--- src/rtl/hazard_ctrl_if.sv ---
// Signal bundle between the pipeline datapath (master) and the hazard controller (slave).
// Carries the hazard inputs from ID/EX/MEM and the stall/flush controls sent back.
interface hazard_ctrl_if;
   logic [4:0] id_rs1;
   logic [4:0] id_rs2;
   logic       id_use_rs1;
   logic       id_use_rs2;
   logic       ex_memread;
   logic [4:0] ex_rd;
   logic       branch_taken;
   logic       dmem_busy;
   logic       pc_write;
   logic       ifid_stall;
   logic       ifid_flush;
   logic       idex_bubble;
   logic       pipe_freeze;

   modport master (
      output id_rs1, id_rs2, id_use_rs1, id_use_rs2, ex_memread, ex_rd, branch_taken, dmem_busy,
      input  pc_write, ifid_stall, ifid_flush, idex_bubble, pipe_freeze
   );

   modport slave (
      input  id_rs1, id_rs2, id_use_rs1, id_use_rs2, ex_memread, ex_rd, branch_taken, dmem_busy,
      output pc_write, ifid_stall, ifid_flush, idex_bubble, pipe_freeze
   );
endinterface

--- src/rtl/hazard_ctrl.sv ---
// Hazard controller for the 5-stage core: load-use stalls, taken-branch squashes and
// data-memory freezes, plus saturating stall/flush performance counters.
module hazard_ctrl #(
   parameter int unsigned FLUSH_CYCLES = 1,
   parameter int unsigned CNT_W        = 32
) (
   input  logic             clk,
   input  logic             reset,
   hazard_ctrl_if.slave     hz,
   output logic [CNT_W-1:0] stall_cnt,
   output logic [CNT_W-1:0] flush_cnt
);
   typedef enum logic [1:0] {
      RUN        = 2'd0,
      LOAD_STALL = 2'd1,
      FLUSH      = 2'd2,
      MEM_WAIT   = 2'd3
   } state_t;

   localparam logic [2:0]       FLUSH_RELOAD = 3'(FLUSH_CYCLES - 32'd1);
   localparam state_t           BRANCH_NEXT  = (FLUSH_CYCLES > 32'd1) ? FLUSH : RUN;
   localparam logic [CNT_W-1:0] CNT_MAX      = {CNT_W{1'b1}};
   localparam logic [CNT_W-1:0] CNT_ONE      = {{(CNT_W-1){1'b0}}, 1'b1};

   state_t           state_r;
   state_t           state_nxt_s;
   logic [2:0]       fcnt_r;
   logic [2:0]       fcnt_nxt_s;
   logic             load_use_s;
   logic             lu_armed_s;
   logic             pc_write_s;
   logic             stall_s;
   logic             flush_s;
   logic             bubble_s;
   logic             freeze_s;
   logic             branch_ev_s;
   logic [CNT_W-1:0] stall_cnt_r;
   logic [CNT_W-1:0] flush_cnt_r;

   // The load leaves EX once stalled, so LOAD_STALL and FLUSH never re-detect load-use.
   assign load_use_s = hz.ex_memread && (hz.ex_rd != 5'd0) &&
                       ((hz.id_use_rs1 && (hz.ex_rd == hz.id_rs1)) ||
                        (hz.id_use_rs2 && (hz.ex_rd == hz.id_rs2)));
   assign lu_armed_s = (state_r == RUN) || (state_r == MEM_WAIT);

   // State register and flush-window down-counter.
   always_ff @(posedge clk or posedge reset) begin
      if (reset) begin
         state_r <= RUN;
         fcnt_r  <= 3'd0;
      end else begin
         state_r <= state_nxt_s;
         fcnt_r  <= fcnt_nxt_s;
      end
   end

   // Next-state logic; a released MEM_WAIT is evaluated exactly like RUN.
   always_comb begin
      state_nxt_s = state_r;
      fcnt_nxt_s  = fcnt_r;
      if (hz.dmem_busy) begin
         state_nxt_s = MEM_WAIT;
         fcnt_nxt_s  = 3'd0;
      end else if (hz.branch_taken) begin
         state_nxt_s = BRANCH_NEXT;
         fcnt_nxt_s  = FLUSH_RELOAD;
      end else begin
         case (state_r)
            FLUSH: begin
               if (fcnt_r <= 3'd1) begin
                  state_nxt_s = RUN;
                  fcnt_nxt_s  = 3'd0;
               end else begin
                  fcnt_nxt_s = fcnt_r - 3'd1;
               end
            end
            RUN, MEM_WAIT: begin
               if (load_use_s) begin
                  state_nxt_s = LOAD_STALL;
               end else begin
                  state_nxt_s = RUN;
               end
            end
            LOAD_STALL: state_nxt_s = RUN;
            default: begin
               state_nxt_s = RUN;
               fcnt_nxt_s  = 3'd0;
            end
         endcase
      end
   end

   // Pipeline controls, acted on in the same cycle the hazard appears.
   always_comb begin
      pc_write_s  = 1'b1;
      stall_s     = 1'b0;
      flush_s     = 1'b0;
      bubble_s    = 1'b0;
      freeze_s    = 1'b0;
      branch_ev_s = 1'b0;
      if (reset) begin
         pc_write_s = 1'b0;
         flush_s    = 1'b1;
         bubble_s   = 1'b1;
      end else if (hz.dmem_busy) begin
         freeze_s   = 1'b1;
         pc_write_s = 1'b0;
         stall_s    = 1'b1;
      end else if (hz.branch_taken) begin
         flush_s     = 1'b1;
         bubble_s    = 1'b1;
         branch_ev_s = 1'b1;
      end else if (state_r == FLUSH) begin
         flush_s  = 1'b1;
         bubble_s = 1'b1;
      end else if (load_use_s && lu_armed_s) begin
         pc_write_s = 1'b0;
         stall_s    = 1'b1;
         bubble_s   = 1'b1;
      end else begin
         pc_write_s = 1'b1;
      end
   end

   assign hz.pc_write    = pc_write_s;
   assign hz.ifid_stall  = stall_s & ~flush_s;
   assign hz.ifid_flush  = flush_s;
   assign hz.idex_bubble = bubble_s;
   assign hz.pipe_freeze = freeze_s;

   // Saturating performance counters.
   always_ff @(posedge clk or posedge reset) begin
      if (reset) begin
         stall_cnt_r <= {CNT_W{1'b0}};
         flush_cnt_r <= {CNT_W{1'b0}};
      end else begin
         if (!pc_write_s && (stall_cnt_r != CNT_MAX)) begin
            stall_cnt_r <= stall_cnt_r + CNT_ONE;
         end else begin
            stall_cnt_r <= stall_cnt_r;
         end
         if (branch_ev_s && (flush_cnt_r != CNT_MAX)) begin
            flush_cnt_r <= flush_cnt_r + CNT_ONE;
         end else begin
            flush_cnt_r <= flush_cnt_r;
         end
      end
   end

   assign stall_cnt = stall_cnt_r;
   assign flush_cnt = flush_cnt_r;
endmodule
--- src/flat_wrapper.sv ---
// flat-port wrapper written by rule: the top's interface ports become plain ports
module hazard_ctrl_flat 
#(
   parameter int unsigned FLUSH_CYCLES = 1,
   parameter int unsigned CNT_W        = 32
)
  (clk, reset, stall_cnt, flush_cnt, hz_id_rs1, hz_id_rs2, hz_id_use_rs1, hz_id_use_rs2, hz_ex_memread, hz_ex_rd, hz_branch_taken, hz_dmem_busy, hz_pc_write, hz_ifid_stall, hz_ifid_flush, hz_idex_bubble, hz_pipe_freeze);
  hazard_ctrl_if hz_i ();
  input  logic clk;
  input  logic reset;
  output logic [CNT_W-1:0] stall_cnt;
  output logic [CNT_W-1:0] flush_cnt;
  input wire logic [$bits(hz_i.id_rs1)-1:0] hz_id_rs1;
  input wire logic [$bits(hz_i.id_rs2)-1:0] hz_id_rs2;
  input wire logic [$bits(hz_i.id_use_rs1)-1:0] hz_id_use_rs1;
  input wire logic [$bits(hz_i.id_use_rs2)-1:0] hz_id_use_rs2;
  input wire logic [$bits(hz_i.ex_memread)-1:0] hz_ex_memread;
  input wire logic [$bits(hz_i.ex_rd)-1:0] hz_ex_rd;
  input wire logic [$bits(hz_i.branch_taken)-1:0] hz_branch_taken;
  input wire logic [$bits(hz_i.dmem_busy)-1:0] hz_dmem_busy;
  output wire logic [$bits(hz_i.pc_write)-1:0] hz_pc_write;
  output wire logic [$bits(hz_i.ifid_stall)-1:0] hz_ifid_stall;
  output wire logic [$bits(hz_i.ifid_flush)-1:0] hz_ifid_flush;
  output wire logic [$bits(hz_i.idex_bubble)-1:0] hz_idex_bubble;
  output wire logic [$bits(hz_i.pipe_freeze)-1:0] hz_pipe_freeze;
  assign hz_i.id_rs1 = hz_id_rs1;
  assign hz_i.id_rs2 = hz_id_rs2;
  assign hz_i.id_use_rs1 = hz_id_use_rs1;
  assign hz_i.id_use_rs2 = hz_id_use_rs2;
  assign hz_i.ex_memread = hz_ex_memread;
  assign hz_i.ex_rd = hz_ex_rd;
  assign hz_i.branch_taken = hz_branch_taken;
  assign hz_i.dmem_busy = hz_dmem_busy;
  assign hz_pc_write = hz_i.pc_write;
  assign hz_ifid_stall = hz_i.ifid_stall;
  assign hz_ifid_flush = hz_i.ifid_flush;
  assign hz_idex_bubble = hz_i.idex_bubble;
  assign hz_pipe_freeze = hz_i.pipe_freeze;
  hazard_ctrl #(.FLUSH_CYCLES(FLUSH_CYCLES), .CNT_W(CNT_W)) u_core (.clk(clk), .reset(reset), .hz(hz_i), .stall_cnt(stall_cnt), .flush_cnt(flush_cnt));
endmodule
--- config.mk ---
export PLATFORM = sky130hd
export DESIGN_NAME = hazard_ctrl_flat
export DESIGN_NICKNAME = d
export VERILOG_FILES = /design/src/rtl/hazard_ctrl_if.sv /design/src/rtl/hazard_ctrl.sv /design/src/flat_wrapper.sv
export SDC_FILE = /design/constraint.sdc
export NUM_CORES = 1
export LEC_CHECK = 0
export CORE_MARGIN = 8
export CORE_UTILIZATION = 45
export DETAILED_ROUTE_END_ITERATION = 12
export GPL_TIMING_DRIVEN = 0
export PLACE_DENSITY_LB_ADDON = 0.08
export SYNTH_ARGS = -nofsm -noshare
export SYNTH_HDL_FRONTEND = slang
export SYNTH_SLANG_ARGS = --single-unit
--- constraint.sdc ---
create_clock -name clk -period 3.8 [get_ports clk]
set_input_delay 0.38 -clock clk [delete_from_list [all_inputs] [get_ports clk]]
set_output_delay 0.38 -clock clk [all_outputs]
set_load 0.05 [all_outputs]
# After elaboration in Yosys (flattened, before gate mapping)
# Index checks and enable logic that the tools add are counted.
totals:
  word_cells: 64
  inputBits: 22
  reg_bits: 69
  output_inout_bits: 69
classes:
  magnitude_cmp: 1
  n_eq_ne: 8
  muxes: 32
  n_bitwise: 2
  reduce_logical: 14
  n_addsub: 3
op_table:
  columns: ["cell", "n"]
  rows:
  - ["32-bit by 1-bit adder with 32-bit output, second input constant", 2]
  - ["32-bit != test, second input constant", 2]
  - ["1-bit two-way mux", 24]
  - ["3-bit two-way mux", 4]
  - ["5-bit == test", 2]
  - ["1-bit logical AND", 7]
  - ["2-bit two-way mux", 3]
  - ["2-bit case mux with 3 select lines", 1]
  - ["5-bit nonzero test", 1]
  - ["2-bit == test, second input constant", 2]
  - ["4-bit by 3-bit != test with 1-bit output, second input constant", 1]
  - ["3-bit by 1-bit <= comparator with 1-bit output, second input constant", 1]
  - ["3-bit nonzero test", 1]
  - ["3-bit by 1-bit subtractor with 3-bit output, second input constant", 1]
  - ["2-bit by 1-bit == test with 1-bit output, second input constant", 1]
  - ["2-bit zero test", 1]
  - ["1-bit logical OR", 2]
  - ["2-bit OR reduction", 1]
  - ["1-bit bitwise AND", 1]
  - ["1-bit zero test", 1]
  - ["1-bit inverter", 1]

# Logic depth before layout (Yosys ltp)
logic_depth:
  word_depth: 12
  ltp_mapped: 9
  depth_no_buf: 8

# Worst setup path after synthesis
# Ideal clock, no wire load.
synth_path:
  kind: "in2out"
  from: "in reset"
  to: "out hz_ifid_flush"
  path_slack_ns: 0.400
  arrival_time_ns: 3.020
  stages: 2
  required_ns: 3.420
  path_buffers: 0
  cell_sequence: "inv_1 -> o21ai_0"
synth_between:
  elab_chain_cells: 1
synth_rtl:
  columns: ["item", "line_no", "text"]
  rows:
  - ["start, declared", "flat_wrapper.sv:10", "input logic reset;"]
  - ["1-bit two-way mux", "hazard_ctrl.sv:101", "if (reset) begin"]
  - ["end, declared", "flat_wrapper.sv:23", "output wire logic [$bits(hz_i.ifid_flush)-1:0] hz_ifid_flush;"]
# Every way passes these cells.

# Worst setup path after layout
layout_path:
  from: "in hz_ex_rd[3]"
  to: "out hz_pc_write"
layout_between:
  elab_chain_cells: 10
  word_cells_on_any_way: 14
  classes_between: "eq/ne: 2; mux: 5; reduce/logical: 7"
layout_rtl:
  columns: ["item", "line_no", "text"]
  rows:
  - ["start, declared", "flat_wrapper.sv:18", "input wire logic [$bits(hz_i.ex_rd)-1:0] hz_ex_rd;"]
  - ["5-bit == test (on tied branches)", "hazard_ctrl.sv:42, hazard_ctrl.sv:43", null]
  - ["1-bit logical AND (on tied branches)", "hazard_ctrl.sv:42, hazard_ctrl.sv:43", null]
  - ["1-bit logical OR", "hazard_ctrl.sv:42", "((hz.id_use_rs1 && (hz.ex_rd == hz.id_rs1)) ||"]
  - ["1-bit logical AND *", "hazard_ctrl.sv:41", "assign load_use_s = hz.ex_memread && (hz.ex_rd != 5'd0) &&"]
  - ["1-bit logical AND *", "hazard_ctrl.sv:116", "end else if (load_use_s && lu_armed_s) begin"]
  - ["1-bit two-way mux *", "hazard_ctrl.sv:116", null]
  - ["1-bit two-way mux *", "hazard_ctrl.sv:113", "end else if (state_r == FLUSH) begin"]
  - ["1-bit two-way mux *", "hazard_ctrl.sv:109", "end else if (hz.branch_taken) begin"]
  - ["1-bit two-way mux *", "hazard_ctrl.sv:105", "end else if (hz.dmem_busy) begin"]
  - ["1-bit two-way mux *", "hazard_ctrl.sv:101", null]
  - ["end, declared", "flat_wrapper.sv:21", "output wire logic [$bits(hz_i.pc_write)-1:0] hz_pc_write;"]
# Mark *: on every way between the ends. The rest lies on a longest branch, timed or not.

==> impl_metrics.toml <==
[worst_setup_path]
path_common_cell = "clkdlybuf4s50_1"
crit_slowest_cell = "clkdlybuf4s50_1"
max_stage_delay_ps = 730
cp_cell_sequence = "clkdlybuf4s50_1 > xor2_1 > nor4_1 > a32oi_1 > o21ai_1 > inv_1 > clkdlybuf4s50_1"
crit_type = "primary input to output pin"
start_kind = "primary input"
critPathCaptureType = "output pin"
worstPathRequired_ps = 3420
crit_fanout = 9
worstPathArrival_ps = 2920

[synthesis]
yosys_warnings = 0
ys_seq_area_share_pct = 48.6
syn-num-nets = 369
syn_area_um2 = 3550
ys_ff_latch = 69
syn_inst = 342
synth_common_cells = "69 x dfrtp_1, 40 x xor2_1, 35 x nor2_1"
avgSynthCellArea_um2 = 10.4
yosysMostFrequentCell = "dfrtp_1"
ys_async_sr_fraction_pct = 100
synth_top_area_share_pct = 48.6
synth_edf_count = 0
ys.flop_type = "dfrtp_1"
synth_area_leaders = "dfrtp_1 49%, xor2_1 9.9%, xnor2_1 7.9%"
yosysTopAreaCell = "dfrtp_1"
synthDistinctLibCells = 46

[detailed_routing]
wire_per_inst_um = 15.0
viasPerCell = 5.10
first_pass_iters = 4
detail-route-antenna-nets = 0
drtIter0Drc = 108
via_count = 2802
drcViolationCount = 0
routed_wirelength_mm = 8.23

[timing]
rsz0062_at_grt = "false"
timing.final.hold_violations = 0
finalCriticalPeriod_ps = 3300
slew_headroom_pct = 43.2
fmax_mhz = 303
tightest_slew_ps = 852
fin_crit_sh_pct = 86.8
finalSetupViolCount = 0
drv_slew = 0
fin_skew_ps = 14.7

[grt]
grt-ovfl-total = 0
grt_pass1_wl_mm = 14.2
antenna_found_initial = 0
grt_pass1_vias = 2886
grt.total_usage_pct = 15.5
grt_max_degree = 71

[placement]
gp_congestion = 0.777
port-buffer-count = 89
hpwlAfterDp_mm = 6.11
place_area_um2 = 4580

[clocking]
cts.sinks = 69
tritoncts = "yes"
clockRootBuffer = "clkbuf_8"
post_cts_buffers = 0
cts_resized = 0
cts_buffer_depth = 2
cts_max_level = 3
cts_hold_buf = 0
insertion_delay_ps = 340
path_clk_slew_ps = 70
numCtsBuffers = 9

[floorplan]
die_w_um = 105
die_h_um = 105
coreArea_um2 = 7690
dieArea_um2 = 11000
start_util_pct = 46.2
num_rows = 32
boundaryPins = 91

[layout]
area_growth_syn_to_layout_pct = 33.6
n_fill_cell = 698
multi_input_area_um2 = 1730
final_core_util_pct = 61.8
seqCellArea_um2 = 1730
drive_above_1_share_pct = 8.72
finalInstanceArea_um2 = 4750
antennaDiodeCount = 0
final_nets = 469

[worst_hold_path]
hold_path_class = "primary input to register"

[pwr]
seqPwrFrac_pct = 40.4
powerDensity_nw_per_um2 = 523
leakage_nw = 1.96
switching_share_pct = 43.4
intPower_mw = 1.41
power_mw = 2.49
clock_power_share_pct = 21.4
ir_drop_v = 0.000480
pwr-share-comb_pct = 38.2
switchingPower_mw = 1.08

[job]
cap_violations = 0

[run_status]
outcome = "finished clean"
==> kinds of logic (layout without fill, tap and decap cells) <==
family,Yosys count,in the layout,share of synthesized area [%]
compound gates,20,20,4.15
xor+xnor,72,72,17.7
fa+ha+maj,5,5,1.76
buf+inv,22,127,2.82
flops,69,69,48.6
mux,3,3,0.950
simple gates,151,151,24.0
==> flip-flops by register name, indices dropped and copies added, names as in the netlist <==
register,cells
u_core.fcnt_r,3
u_core.flush_cnt,32
u_core.stall_cnt,32
u_core.state_r,2
==> path summary, 6_finish.rpt <==
check | slack (ps) | depth (start not counted) | from | to
min in group asynchronous | 680 | 2 | reset | u_core.flush_cnt[20]$_DFFE_PP0P_
max reg2reg | 1280 | 7 | u_core.stall_cnt[0]$_DFFE_PP0P_ | u_core.stall_cnt[1]$_DFFE_PP0P_
max in group asynchronous | 2560 | 2 | reset | u_core.stall_cnt[20]$_DFFE_PP0P_
max | 500 | 7 | hz_ex_rd[3] | hz_pc_write
min | 470 | 2 | hz_dmem_busy | u_core.state_r[0]$_DFFE_PP0P_
min reg2reg | 490 | 1 | u_core.flush_cnt[27]$_DFFE_PP0P_ | u_core.flush_cnt[27]$_DFFE_PP0P_
==> area by class of cell <==
| cell class | count | share of cell area (%) |
|---|---|---|
| Tap cell | 102 | 2.69 |
| Buffer | 5 | 0.764 |
| Clock buffer | 9 | 2.61 |
| Timing Repair Buffer | 89 | 18.8 |
| Inverter | 17 | 1.40 |
| Multi-Input combinational cell | 251 | 36.4 |
| Clock inverter | 7 | 1.05 |
| Sequential cell | 69 | 36.4 |
==> layer usage <==
metal / wire length (µm) / GRT usage (%) / up-vias
li1: - / - / 1393
met1: 3750 / 18.8 / 1340
met2: 3980 / 25.8 / 58
met3: 410 / 4.42 / 11
met4: 91 / 4.89 / 0
met5: 0 / 0 / -
==> critical path: cells and delay by family <==
| kind | cells | cell delay (ps) |
|---|---|---|
| buf+inv | 3 | 1280 |
| simple gates | 1 | 300 |
| compound gates | 2 | 760 |
| xor+xnor | 1 | 190 |
==> stage by stage <==
stage / std cells / setup TNS (ps) / setup slack, ps / hold slack (ps)
6_report: 549 / 0 / 503 / 473
5_1_grt: 549 / 0 / 329 / 478
3_3_place_gp: 533 / -674 / -674 / 477
2_1_floorplan: 342 / 0 / 400 / 450
4_1_cts: 549 / 0 / 476 / 458
3_5_place_dp: 533 / 0 / 479 / 478
==> power groups by stage <==
stage | registers, mW | logic [mW] | clock network [mW]
floorplan | 1.38 | 0.249 | 0
global placement | 1.01 | 0.949 | 0
detailed placement | 1.02 | 0.958 | 0
CTS | 1.00 | 0.962 | 0.544
global route | 1.03 | 1.02 | 0.574
finish | 1.00 | 0.950 | 0.531
==> layout by cell type (no fill, tap or decap), types with 3 or more instances in the layout <==
cell              n
clkdlybuf4s50_1  89
clkbuf_8          9
clkinvlp_4        3
nand3_1          22
nor2_1           35
a21oi_1           3
nor3_1            6
ha_1              5
and3_1            4
dfrtp_1          69
nand2_1          23
nor3_2            7
xnor2_1          32
and4_1            4
nor4_1            9
nand4_1          24
xor2_1           40
inv_1            16
Power figures use the tool's default switching activity.
